--- src/rtl/pipe_pkg.sv ---
// ============================================================================
// pipe_pkg: shared encodings and default widths for the pipeline memory port.
// Revision: 1.0
// ============================================================================
`default_nettype none

package pipe_pkg;

   localparam int AW_DEFAULT = 32;
   localparam int DW_DEFAULT = 32;

   typedef enum logic [2:0] {
      IDLE     = 3'd0,
      IF_BUSY  = 3'd1,
      MEM_BUSY = 3'd2,
      MEM_DONE = 3'd3,
      IF_DONE  = 3'd4
   } arb_state_t;

endpackage

`default_nettype wire

--- src/rtl/imem_dmem_arbiter.sv ---
// ============================================================================
// imem_dmem_arbiter: shares one SRAM port between fetch and MEM, with stalls.
// Revision: 1.0
// ============================================================================
`default_nettype none

module imem_dmem_arbiter
   import pipe_pkg::*;
#(
   parameter int AW = AW_DEFAULT,
   parameter int DW = DW_DEFAULT
) (
   input  logic          clk,
   input  logic          rst,
   input  logic          if_req,
   input  logic [AW-1:0] if_addr,
   input  logic          branch_taken,
   output logic          if_valid,
   output logic [DW-1:0] if_instr,
   output logic          freeze_if,
   input  logic          mem_rd_en,
   input  logic          mem_wr_en,
   input  logic [AW-1:0] mem_addr,
   input  logic [DW-1:0] mem_wdata,
   output logic [DW-1:0] mem_rdata,
   output logic          mem_ready,
   output logic          mem_stall,
   output logic          sram_req,
   output logic          sram_we,
   output logic [AW-1:0] sram_addr,
   output logic [DW-1:0] sram_wdata,
   input  logic          sram_ack,
   input  logic [DW-1:0] sram_rdata
);

   arb_state_t state;
   arb_state_t next_state;
   logic       drop;
   logic       grant_mem;
   logic       grant_if;

   // MEM wins over IF in IDLE: it holds the older instruction.
   always_comb begin
      next_state = state;
      grant_mem  = 1'b0;
      grant_if   = 1'b0;
      case (state)
         IDLE: begin
            if (mem_rd_en | mem_wr_en) begin
               next_state = MEM_BUSY;
               grant_mem  = 1'b1;
            end else if (if_req) begin
               next_state = IF_BUSY;
               grant_if   = 1'b1;
            end
         end
         IF_BUSY:  if (sram_ack) next_state = IF_DONE;
         MEM_BUSY: if (sram_ack) next_state = MEM_DONE;
         IF_DONE:  next_state = IDLE;
         MEM_DONE: next_state = IDLE;
         default:  next_state = IDLE;
      endcase
   end

   always_ff @(posedge clk or negedge rst) begin
      if (!rst) begin
         state      <= IDLE;
         drop       <= 1'b0;
         sram_we    <= 1'b0;
         sram_addr  <= '0;
         sram_wdata <= '0;
         if_instr   <= '0;
         mem_rdata  <= '0;
      end else begin
         state <= next_state;

         // A redirect while the fetch is outstanding makes its result stale.
         if (next_state == IDLE)
            drop <= 1'b0;
         else if (state == IF_BUSY && branch_taken)
            drop <= 1'b1;

         if (grant_mem) begin
            sram_addr  <= mem_addr;
            sram_we    <= mem_wr_en;
            sram_wdata <= mem_wdata;
         end else if (grant_if) begin
            sram_addr  <= if_addr;
            sram_we    <= 1'b0;
         end

         if (state == IF_BUSY && sram_ack)
            if_instr <= sram_rdata;

         if (state == MEM_BUSY && sram_ack) begin
            mem_rdata <= sram_rdata;
            sram_we   <= 1'b0;
         end
      end
   end

   assign sram_req  = (state == IF_BUSY) || (state == MEM_BUSY);
   assign if_valid  = (state == IF_DONE) && !drop;
   assign mem_ready = (state == MEM_DONE);
   assign freeze_if = ~if_valid;
   assign mem_stall = (mem_rd_en | mem_wr_en) & ~mem_ready;

endmodule

`default_nettype wire
--- config.mk ---
export PLATFORM = sky130hd
export DESIGN_NAME = imem_dmem_arbiter
export DESIGN_NICKNAME = d
export VERILOG_FILES = /design/src/rtl/pipe_pkg.sv /design/src/rtl/imem_dmem_arbiter.sv
export SDC_FILE = /design/constraint.sdc
export NUM_CORES = 1
export LEC_CHECK = 0
export ABC_AREA = 1
export BUFFER_PORTS_ARGS = -buffer_cell sky130_fd_sc_hd__buf_2
export CAP_MARGIN = 20
export CORE_MARGIN = 1.5
export CORE_UTILIZATION = 50
export DETAILED_ROUTE_END_ITERATION = 10
export PLACE_DENSITY = 0.93
export SETUP_SLACK_MARGIN = 0.1
export SLEW_MARGIN = 5
export SYNTH_ARGS = -nofsm -noshare
export SYNTH_HDL_FRONTEND = slang
export SYNTH_SLANG_ARGS = --single-unit
--- constraint.sdc ---
create_clock -name clk -period 2.65 [get_ports clk]
set_clock_uncertainty 0.05 [all_clocks]
set_input_delay 0.265 -clock clk [delete_from_list [all_inputs] [get_ports clk]]
set_output_delay 0.265 -clock clk [all_outputs]
set_load 0.02 [all_outputs]
[Yosys cells after proc, flatten, opt, wreduce, memory -nomap -nowiden]
Cells that the tools add are included.
Cells by class
  reductions and logical operators: 11
  magnitude comparators: 0
  bitwise logic cells: 4
  $mul: 0
  shift operators: 0
  div/mod/pow operators: 0
  muxes and demuxes: 17
  equal/unequal tests: 4
  add/sub/neg operators: 0
Operators with widths (count)
  32-bit two-way mux: 2
  3-bit two-way mux: 4
  1-bit two-way mux: 10
  3-bit one-hot mux with 3 select lines: 1
  3-bit by 2-bit equality test with 1-bit output (second input constant): 2
  3-bit zero test: 2
  1-bit logical AND: 4
  2-bit nonzero test: 2
  3-bit by 1-bit equality test with 1-bit output (second input constant): 1
  3-bit equality test (second input constant): 1
  3-bit nonzero test: 1
  1-bit NOT: 2
  1-bit bitwise AND: 1
  1-bit zero test: 1
  1-bit logical OR: 1
  1-bit bitwise OR: 1
Storage, ports and cells
  RAM bits: 0
  memories: 0
  logic and storage cells: 43
  bits of input ports: 135
  output and inout bits: 134
  bits in latches: 0
  ROM bits: 0
  register bits after elaboration: 133

[Logic depth before layout (Yosys ltp)]
  word-level depth: 6
  depth in mapped cells: 8
  mapped depth without buffers: 7

[Least setup slack after synthesis]
Ideal clock, no wire load.
  kind: register -> output
  start point: register state[0]
  end point: output freeze_if
  required time: 2.335 ns
  setup slack: 1.010 ns
  cell stages (with the launch flop): 5
  arrival: 1.325 ns
  path buffers: 0
  cells stage by stage: dfrtp_1 -> nor2_2 -> inv_1 -> nor3_1 -> inv_1
On the way
  longest elaborated chain between the ends: 3
RTL lines
  start: declaration: line imem_dmem_arbiter.sv:36  | arb_state_t state;
  start signal: assignment: line imem_dmem_arbiter.sv:75  | state <= next_state;
  3-bit equality test: line imem_dmem_arbiter.sv:103  | assign if_valid = (state == IF_DONE) && !drop;
  1-bit logical AND: line imem_dmem_arbiter.sv:103
  net if_valid: line imem_dmem_arbiter.sv:18  | output logic if_valid,
  1-bit NOT: line imem_dmem_arbiter.sv:105  | assign freeze_if = ~if_valid;
  end: declaration: line imem_dmem_arbiter.sv:20  | output logic freeze_if,
The timed path passes the listed nets, and every way through them passes these cells.

[Worst setup path after layout]
  start point: register state[0]
  end point: output freeze_if
On the way
  longest elaborated chain between the ends: 3
RTL lines (line)
  3-bit equality test: imem_dmem_arbiter.sv:103
  1-bit logical AND: imem_dmem_arbiter.sv:103
  1-bit NOT: imem_dmem_arbiter.sv:105
No other way between the ends.

==> metrics.md <==
| Metric | Value |
|---|---|
| Netlist Area Pre-Place | `5750 sq um` |
| Hold Violations, Final | `0` |
| Period utilization | `66.4%` |
| F_max | `0.568 GHz` |
| # port buffers | `268` |
| Syn-to-layout area delta | `34.9%` |
| Synth top area cells | `dfrtp_1 58%, nand2_1 19%, inv_1 6.7%` |
| WP data arrival | `1.44 ns` |
| Worst VDD drop | `774 uV` |
| Largest stage delay, worst path | `0.41 ns` |
| First-pass iteration count of the detailed router | `7` |
| Final instance area | `7760 sq um` |
| Seq/Total Area, Yosys | `57.8%` |
| Status | `finished clean` |
| Crit-path cells | `nor2_2 -> inv_1 -> nor3_1 -> inv_1 -> buf_2` |
| Min-delay worst type | `in -> reg` |
| DR WL/cell | `13.7 microns` |
| Die Ht | `110 microns` |
| Overall power | `10.3 mW` |
| Post-synth top flop | `dfrtp_1` |
| CP required | `2.34 ns` |
| CP most frequent cell | `inv_1` |
| Yosys reg bits | `133` |
| Initial antenna violation count | `0` |
| Switch share | `43.4%` |
| Inserted Clock Buffers | `17` |
| Num ports | `269` |
| Final min period | `1.76 ns` |
| Chip Width | `110 microns` |
| Setup bufs post-CTS | `0` |
| CORE AREA | `11000 sq um` |
| EDFF count, synth | `0` |
| Vias per inst | `4.82` |
| Seq pwr share | `34.3%` |
| Cells after synthesis | `682` |
| P_int | `5.84 mW` |
| RSZ-0062 raised after global routing | `false` |
| Htree depth | `4` |
| Total Routing Usage GR | `25.2%` |
| Library cells used by synthesis | `23` |
| Residual DRC | `0` |
| # hold bufs at CTS | `4` |
| Async SR Flop Fraction | `100%` |
| Placed cell areas | `7130 sq um` |
| Pleak | `4.67 nW` |
| Startpoint types | `flip-flop` |
| Placed Instances | `1065` |
| DR vias | `5311` |
| GPL Wtd Cong | `0.851` |
| Root Driver | `clkbuf_16` |
| DR iter-0 viols | `425` |
| Post-synth top cells | `293 x nand2_1, 133 x dfrtp_1, 102 x inv_1, 33 x o21ai_0, 32 x o21ai_1` |
| Fin cells | `1102` |
| Leading area contributor after synthesis | `dfrtp_1` |
| Max-cap violation count | `0` |
| Routed WL | `15100 microns` |
| Worst-case clock buffer depth | `2` |
| ANT cells | `0` |
| First-pass GRT wire length | `23400 microns` |
| CP max-delay cell | `dfrtp_1` |
| Vias in the first global route | `5088` |
| Rel. slew slack | `51.7%` |
| Critical path endpoint category | `output pin` |
| Clock power share | `22.2%` |
| Worst skew pair latency | `0.41 ns` |
| Power density cells | `1330 nW/um^2` |
| Largest net degree at the start of global routing | `134` |
| Psw | `4.47 mW` |
| Fill count | `855` |
| Combinational share of power | `43.5%` |
| Cell Rows | `38` |
| Synth top area share | `57.8%` |
| Post-DRT Antenna Nets | `0` |
| Die area | `12200 sq um` |
| Post-route setup TNS | `0 ns` |
| Final Max Slew Viols | `0` |
| Initial Util | `52.2%` |
| Total grt overflow | `0` |
| Critical path peak fanout | `3` |
| Sink Count | `133` |
| Syn nets | `817` |
| Kind of critical path | `reg -> out` |
| CTS tree | `built` |
| Yosys warnings | `0` |
| Endpoints failing setup | `0` |
| DP HPWL | `10700 microns` |
| Worst-Margin Slew | `0.724 ns` |
| Share of layout cells above drive strength 1 | `34.1%` |
| Syn_area_per_cell | `8.44 sq um` |
| PostCTS Resize Cnt | `0` |
| Clk slew on worst S/H paths | `0.06 ns` |
| Most frequent cell after synthesis | `nand2_1` |
| Nets | `1084` |
-- metrics by stage --
| stage | setup WS, ns | hold WS, ns | utilization, % |
|---|---|---|---|
| finish | 0.891 | 0.0165 | 70.4 |
| global route | 0.713 | 0.00617 | 70.4 |
| CTS | 0.848 | 0.000365 | 70.3 |
| detailed placement | 0.865 | 0.365 | 64.6 |
| global placement | 0.975 | 0.367 | 64.6 |
| floorplan | 1.01 | -0.0806 | - |
-- logic make-up (layout without fill, tap and decap cells) --
kind of cell / count (synthesis) / count (layout) / share of synthesized area (%)
AOI/OAI and AO/OA: 69 / 69 / 6.22
and+or+nand+nor: 342 / 342 / 24.8
DFF: 133 / 133 / 57.8
buffers and inverters: 138 / 418 / 11.2
-- registers in the layout (all words and copies together), names as in the netlist --
register and flops:
if_instr 32, mem_rdata 32, sram_addr 32, sram_wdata 32, state 3, drop 1, sram_we 1
-- final timing paths --
path | from | endpoint | slack [ns] | depth (start not counted)
max | state[0] | freeze_if | 0.89 | 5
min | mem_wdata[20] | sram_wdata[20] | 0.02 | 3
max reg2reg | state[0] | mem_rdata[4] | 0.89 | 5
min reg2reg | sram_wdata[25] | sram_wdata[25] | 0.42 | 2
max in group asynchronous | rst | sram_wdata[25] | 1.52 | 3
min in group asynchronous | rst | sram_wdata[15] | 0.44 | 3
-- critical path, delay by kind of cell, from the launching register on --
family | cells | cell delay (ns)
buffers and inverters | 3 | 0.28
and+or+nand+nor | 2 | 0.36
DFF | 1 | 0.41
-- layer usage --
metal  vias up  part of all wire, %  track usage, %
met5         -                    0               0
met4         0                  3.2            13.7
met3        40                  9.2            8.99
met2       234                   49            41.8
met1      2449                   39            28.4
li1       2588                    -               -
-- cell type report --
| type | instances | area (sq um) | share of cell area, % |
|---|---|---|---|
| clock buffer | 19 | 433 | 5.58 |
| inverter | 106 | 400 | 5.16 |
| multi-input combinational | 411 | 1790 | 23.0 |
| timing repair buffer | 280 | 1490 | 19.2 |
| sequential | 133 | 3330 | 42.9 |
| clock inverter | 13 | 151 | 1.95 |
| tap | 140 | 175 | 2.26 |
-- power groups by stage --
| stage | combinational [mW] | sequential [mW] | clock [mW] |
|---|---|---|---|
| 3_3_place_gp | 4.34 | 3.51 | 0 |
| 5_1_grt | 4.97 | 3.65 | 2.43 |
| 6_report | 4.48 | 3.53 | 2.29 |
| 3_5_place_dp | 4.52 | 3.53 | 0 |
| 2_1_floorplan | 1.83 | 4.68 | 0 |
| 4_1_cts | 4.53 | 3.53 | 2.33 |
-- cells in the final DEF (no fill, tap or decap), drive strengths merged --
master	count
nand3	35
o21ai	65
bufinv	2
clkbuf	19
nand2	295
inv	109
a31oi	1
a21oi	3
buf	275
dfrtp	133
nor2	10
dlygate4sd3	5
clkinvlp	4
clkinv	4
nor3	2
Note: power is estimated with default switching activity, not from simulation.
